[config.mk]
export PLATFORM = sky130hd
export DESIGN_NAME = sonar_uc
export DESIGN_NICKNAME = d
export VERILOG_FILES = /design/src/rtl/sonar_uc.sv
export SDC_FILE = /design/constraint.sdc
export NUM_CORES = 1
export LEC_CHECK = 0
export ABC_CLOCK_PERIOD_IN_PS = 2800
export CORE_MARGIN = 4
export CORE_UTILIZATION = 55
export DETAILED_ROUTE_END_ITERATION = 6
export GPL_ROUTABILITY_DRIVEN = 1
export PLACE_DENSITY = 0.76
export SYNTH_ARGS = -nofsm -noshare
export SYNTH_HDL_FRONTEND = slang
export SYNTH_SLANG_ARGS = --single-unit
[constraint.sdc]
create_clock -name clock -period 2.8 [get_ports clock]
set_clock_uncertainty 0.2 [all_clocks]
set_input_delay 0.42 -clock clock [delete_from_list [all_inputs] [get_ports clock]]
set_output_delay 0.42 -clock clock [all_outputs]
set_load 0.02 [all_outputs]
[src/rtl/sonar_uc.sv]
// sonar_uc: sequences one sonar step: measure, send eight ASCII characters,
// advance the servo, then wait a settling interval.
module sonar_uc #(
    parameter int T_ESPERA  = 100_000_000,
    parameter int T_TIMEOUT = 2_000_000,
    parameter int W_CONT    = 27
) (
    input  logic       clock,
    input  logic       reset,
    input  logic       ligar,
    input  logic       medida_pronto,
    input  logic       envio_pronto,
    output logic       medir,
    output logic       transmitir,
    output logic       girar,
    output logic [2:0] sel_char,
    output logic       fim_ciclo,
    output logic       timeout,
    output logic [3:0] db_estado
);
    typedef enum logic [3:0] {
        INICIAL        = 4'd0,
        PREPARA        = 4'd1,
        MEDE           = 4'd2,
        AGUARDA_MEDIDA = 4'd3,
        TRANSMITE      = 4'd4,
        AGUARDA_ENVIO  = 4'd5,
        PROXIMO_CHAR   = 4'd6,
        FIM_ENVIO      = 4'd7,
        GIRA           = 4'd8,
        ESPERA         = 4'd9
    } estado_t;

    estado_t             estado, proximo;
    logic [W_CONT-1:0]   cont;
    logic                fim_timeout, fim_espera;

    assign fim_timeout = cont == W_CONT'(T_TIMEOUT - 1);
    assign fim_espera  = cont == W_CONT'(T_ESPERA - 1);

    // Counter runs only in the two waiting states, so it is already zero on entry.
    always_ff @(posedge clock or negedge reset) begin
        if (!reset) begin
            estado   <= INICIAL;
            cont     <= '0;
            sel_char <= '0;
            timeout  <= 1'b0;
        end else begin
            estado   <= proximo;
            cont     <= (estado == AGUARDA_MEDIDA || estado == ESPERA) ? cont + 1'b1 : '0;
            sel_char <= (estado == PREPARA) ? 3'd0 :
                        (estado == PROXIMO_CHAR && sel_char != 3'd7) ? sel_char + 3'd1 : sel_char;
            timeout  <= (estado == PREPARA) ? 1'b0 :
                        (estado == AGUARDA_MEDIDA && !medida_pronto && fim_timeout) ? 1'b1 : timeout;
        end
    end

    always_comb begin
        proximo    = INICIAL;
        medir      = 1'b0;
        transmitir = 1'b0;
        girar      = 1'b0;
        fim_ciclo  = 1'b0;
        case (estado)
            INICIAL:        proximo = ligar ? PREPARA : INICIAL;
            PREPARA:        proximo = MEDE;
            MEDE: begin
                medir   = 1'b1;
                proximo = AGUARDA_MEDIDA;
            end
            AGUARDA_MEDIDA: proximo = medida_pronto ? TRANSMITE : fim_timeout ? GIRA : AGUARDA_MEDIDA;
            TRANSMITE: begin
                transmitir = 1'b1;
                proximo    = AGUARDA_ENVIO;
            end
            AGUARDA_ENVIO:  proximo = envio_pronto ? PROXIMO_CHAR : AGUARDA_ENVIO;
            PROXIMO_CHAR:   proximo = (sel_char == 3'd7) ? FIM_ENVIO : TRANSMITE;
            FIM_ENVIO: begin
                fim_ciclo = 1'b1;
                proximo   = GIRA;
            end
            GIRA: begin
                girar   = 1'b1;
                proximo = ESPERA;
            end
            ESPERA:         proximo = !fim_espera ? ESPERA : ligar ? PREPARA : INICIAL;
            default:        proximo = INICIAL;
        endcase
    end

    assign db_estado = estado;
endmodule
==> qor_table.md, run 1 <==
| Stage | Item | Reported |
| --- | --- | --- |
| placed design | Gp weighted congestion | 0.833 |
| power and ir drop | Areal power density over the cells | 640 nW/um^2 |
| cts | Clock sink total | 35 |
| min path | Hold Crit Class | input pin to asynchronous set/reset pin |
| die | Starting utilization of the core area | 58.1% |
| setup path | CP Capture Type | output pin |
| global route | Remaining global-route overflow | 0 |
| power and ir drop | Leakage component of the power | 0.807 nW |
| setup path | Worst setup startpoint | db_estado[3] |
| timing | Hold Violations, Final | 0 |
| cts | Hold buffer count at CTS | 0 |
| timing | Share of the clock period used by the worst path | 93.0% |
| synthesis | Mean area per synthesized cell | 9.19 um^2 |
| route | Met3 wire length | 264 um |
| power and ir drop | Sequential Power Share | 46.4% |
| route | Detailed-route wire length on metal 1 | 1890 um |
| finish | Most common library cell in the layout ignoring fill and taps | dfrtp_1 |
| die | Std-Cell Core Area | 3420 um^2 |
| setup path | Worst endpoint required time | 2.18 ns |
| finish | Final #Nets | 236 |
| route | Count of antenna-violating nets left after detailed routing | 0 |
| setup path | Critical path class | flip-flop to output pin |
| cts | Setup fix buffers added after clock tree synthesis | 0 |
| power and ir drop | Max rail drop VDD | 0.409 mV |
| cts | Clock slew at reported path FFs | 0.10 ns |
| job | Max Cap Viol | 0 |
| synthesis | Sequential element share of the synthesized area | 44.1% |
| power and ir drop | Power share of the combinational group | 35.4% |
| timing | Headroom to the max-slew limit | 63.4% |
| synthesis | Simple-gate share of the synthesized area | 30.0% |
| finish | Synth-to-Final Area Change | 11.2% |
| synthesis | Area fraction in compound gates after synthesis | 13.0% |
| route | DRC violation count after routing | 0 |
| route | DR pass1 iterations | 4 |
| setup path | Max Fanout on Critical Path | 14 |
| synthesis | Xor/xnor share of the synthesized area | 5.74% |
| die | Die span in x | 68.1 um |
| power and ir drop | Cell internal power dissipation | 860 uW |
| synthesis | Cell area after technology mapping | 1980 um^2 |
| synthesis | Multiplexer share of the synthesized area | 1.01% |
| global route | Wire length of the first global-routing pass | 7180 um |
| global route | Antenna violations before repair | 0 |
| finish | Fraction of layout instances using a drive strength above 1 | 5.68% |
| setup path | Nature of the critical path startpoint | flip-flop |
| die | Count of standard-cell rows | 21 |
| route | Number of DRC markers in iteration 0 | 93 |
| setup path | Critical-path top delay cell | clkdlybuf4s50_1 |
| synthesis | Post-Synth Adder-Cell Area | 1.89% |
| route | Metal2 WL | 2020 um |
| finish | Total inserted antenna cells | 0 |
| route | Total vias in the final route | 1709 |
| timing | Worst slew pin tran | 0.544 ns |
| cts | Deepest clock path buffer count | 2 |
| setup path | Beginning of the worst register-to-register path | cont[0] |
| cts | TritonCTS clock tree | done |
| die | Top-level I/O count | 17 |
| cts | Cell at the root of the clock tree | clkbuf_4 |
| finish | Leading cell types in the layout, fill and taps excluded | 35 x dfrtp_1, 23 x nor2_1, 16 x clkdlybuf4s50_1 |
| placed design | Count of buffers from port buffering | 16 |
| timing | Total setup violations reported at the end of the flow | 0 |
| power and ir drop | Share of total power consumed by net switching | 39.0% |
| global route | Number of global-route vias before repair | 1554 |
| finish | Number of fill cells in the layout | 272 |
| timing | Setup TNS | 0 ns |
| setup path | Biggest cell delay along the critical path | 0.63 ns |
| route | Total wirelength of the detailed-routed design | 4230 um |
| synthesis | Synthesized Nets | 224 |
| power and ir drop | Reported net switching power | 551 uW |
| synthesis | Largest family of logic cells by synthesized area | simple AND/OR/NAND/NOR gates |
| timing | Count of final max-slew check failures | 0 |
| setup path | Arrival time at the worst endpoint | 1.98 ns |
| global route | Pin count of the biggest net entering global routing | 36 |
| timing | WHS | 0.286 ns |
| synthesis | Number of cells produced by synthesis | 216 |
| die | Die extent in y | 68.1 um |
| global route | All-Layer GR Usage | 20.9% |
| power and ir drop | Post-layout power | 1.41 mW |
| route | Topmost layer with routed signal wires | met4 |
| route | Via/cell ratio | 6.21 |
| synthesis | Register bit total from synthesis | 35 |
| status | Result of the run | finished, final reports clean |
| cts | Later-pin clock latency in the skew report | 0.34 ns |
| timing | Unrepaired setup endpoints after global routing | no |
| die | DIE AREA | 4630 um^2 |
| cts | Number of buffers inserted during clock tree synthesis | 5 |
| route | Post-DR wirelength/cell | 15.4 um |
| timing | Max Freq | 384 MHz |
| cts | Number of H-tree levels | 2 |
| placed design | Detailed placer's ending HPWL | 3010 um |
| power and ir drop | Part of the power in the clock network | 18.2% |
| synthesis | Syn. warnings | 0 |
| synthesis | Post-synthesis cell type count | 43 |
| cts | CTS-repair resized insts | 0 |
| timing | Min Clock Period, post-route | 2.60 ns |
| setup path | Ordered cell list for the critical path | nand2b_1 > nor2_1 > clkdlybuf4s50_1 |
[per-layer routing]
| layer | track usage (%) | up-vias |
|---|---|---|
| li1 | - | 819 |
| met1 | 27.6 | 829 |
| met2 | 32.9 | 55 |
| met3 | 6.57 | 6 |
| met4 | 6.45 | 0 |
| met5 | 0 | - |
[stage by stage]
stage / cell area [um^2] / std cells / util, % / setup WS [ns]
floorplan: 1980 / 216 / - / 0.604
global placement: 2160 / 267 / 63.1 / 0.587
detailed placement: 2160 / 267 / 63.1 / 0.523
CTS: 2210 / 275 / 64.6 / 0.183
global route: 2210 / 275 / 64.6 / 0.0805
finish: 2210 / 275 / 64.6 / 0.197
[synthesized netlist by cell type, drive strengths merged]
cell type	n	share of area [%]
a211o	1	0.44
a211oi	1	0.38
a21boi	1	0.38
a21oi	13	3.3
a31oi	1	0.32
and2	4	1.3
and3b	1	0.44
and4	1	0.44
buf	4	1.2
clkbuf	8	1.5
dfrtp	35	44
ha	3	1.9
inv	8	1.5
mux2i	2	1.0
nand2	11	2.1
nand2b	5	1.6
nand3	11	3.0
nand3b	2	0.76
nand4	7	2.2
nand4b	1	0.44
nand4bb	1	0.57
nor2	23	4.4
nor2b	1	0.32
nor3	8	2.0
nor3b	1	0.38
nor4	7	2.2
nor4b	2	0.88
o2111a	1	0.57
o211ai	3	1.1
o21a	2	0.76
o21ai	1	0.25
o21ba	1	0.50
o311ai	1	0.44
o31ai	12	4.5
or2	3	0.95
or3	2	0.63
or4	14	5.5
xnor2	12	5.3
xor2	1	0.44
[power groups by stage]
stage	registers, mW	logic [mW]	clock network (mW)
floorplan	0.647	0.330	0
global placement	0.658	0.488	0
detailed placement	0.665	0.502	0
CTS	0.654	0.505	0.269
global route	0.669	0.550	0.296
finish	0.655	0.499	0.257
[state kept, by name (all words and copies together), names as in the netlist]
name       flops
cont          27
timeout        1
sel_char       3
db_estado      4
[worst max-delay path, delay by kind of cell, from the launching register on]
kind	cells	cell delay (ns)
buf+inv	1	0.63
flops	1	0.54
simple gates	2	0.47
[cell type report]
cell class                 instances  area [um^2]  area share, %
clock buffer                       7         45.0           2.04
clock inverter                     1         5.00          0.227
inverter                           8         30.0           1.36
multi-input combinational        161         1020           46.5
sequential                        35          876           39.7
tap                               46         57.6           2.61
timing repair buffer              17          168           7.60
[path summary, 6_finish.rpt]
| path | slack [ns] | endpoint | cells after the start |
|---|---|---|---|
| max in group asynchronous | 1.79 | cont[17] | 2 |
| setup reg to reg | 0.50 | cont[20] | 5 |
| hold reg to reg | 0.29 | cont[0] | 1 |
| hold / removal | 0.29 | cont[20] | 2 |
| setup / recovery | 0.20 | fim_ciclo | 3 |
| min in group clock | 0.29 | cont[0] | 1 |
[cells by family after synthesis]
kind of cell / Yosys count
mux: 2
flops: 35
simple gates: 105
fa+ha+maj: 3
compound gates: 38
xor+xnor: 13
buf+inv: 20
Power figures use the tool's default switching activity.
==> inputs of run 2 (changes only) <==
--- a/config.mk
+++ b/config.mk
@@ -6,6 +6,7 @@
 export NUM_CORES = 1
 export LEC_CHECK = 0
 export ABC_CLOCK_PERIOD_IN_PS = 2800
+export CAP_MARGIN = 25
 export CORE_MARGIN = 4
 export CORE_UTILIZATION = 55
 export DETAILED_ROUTE_END_ITERATION = 6
==> results of run 2 <==
Same layout as run 1: the final DEF is identical, and so are final timing and power.
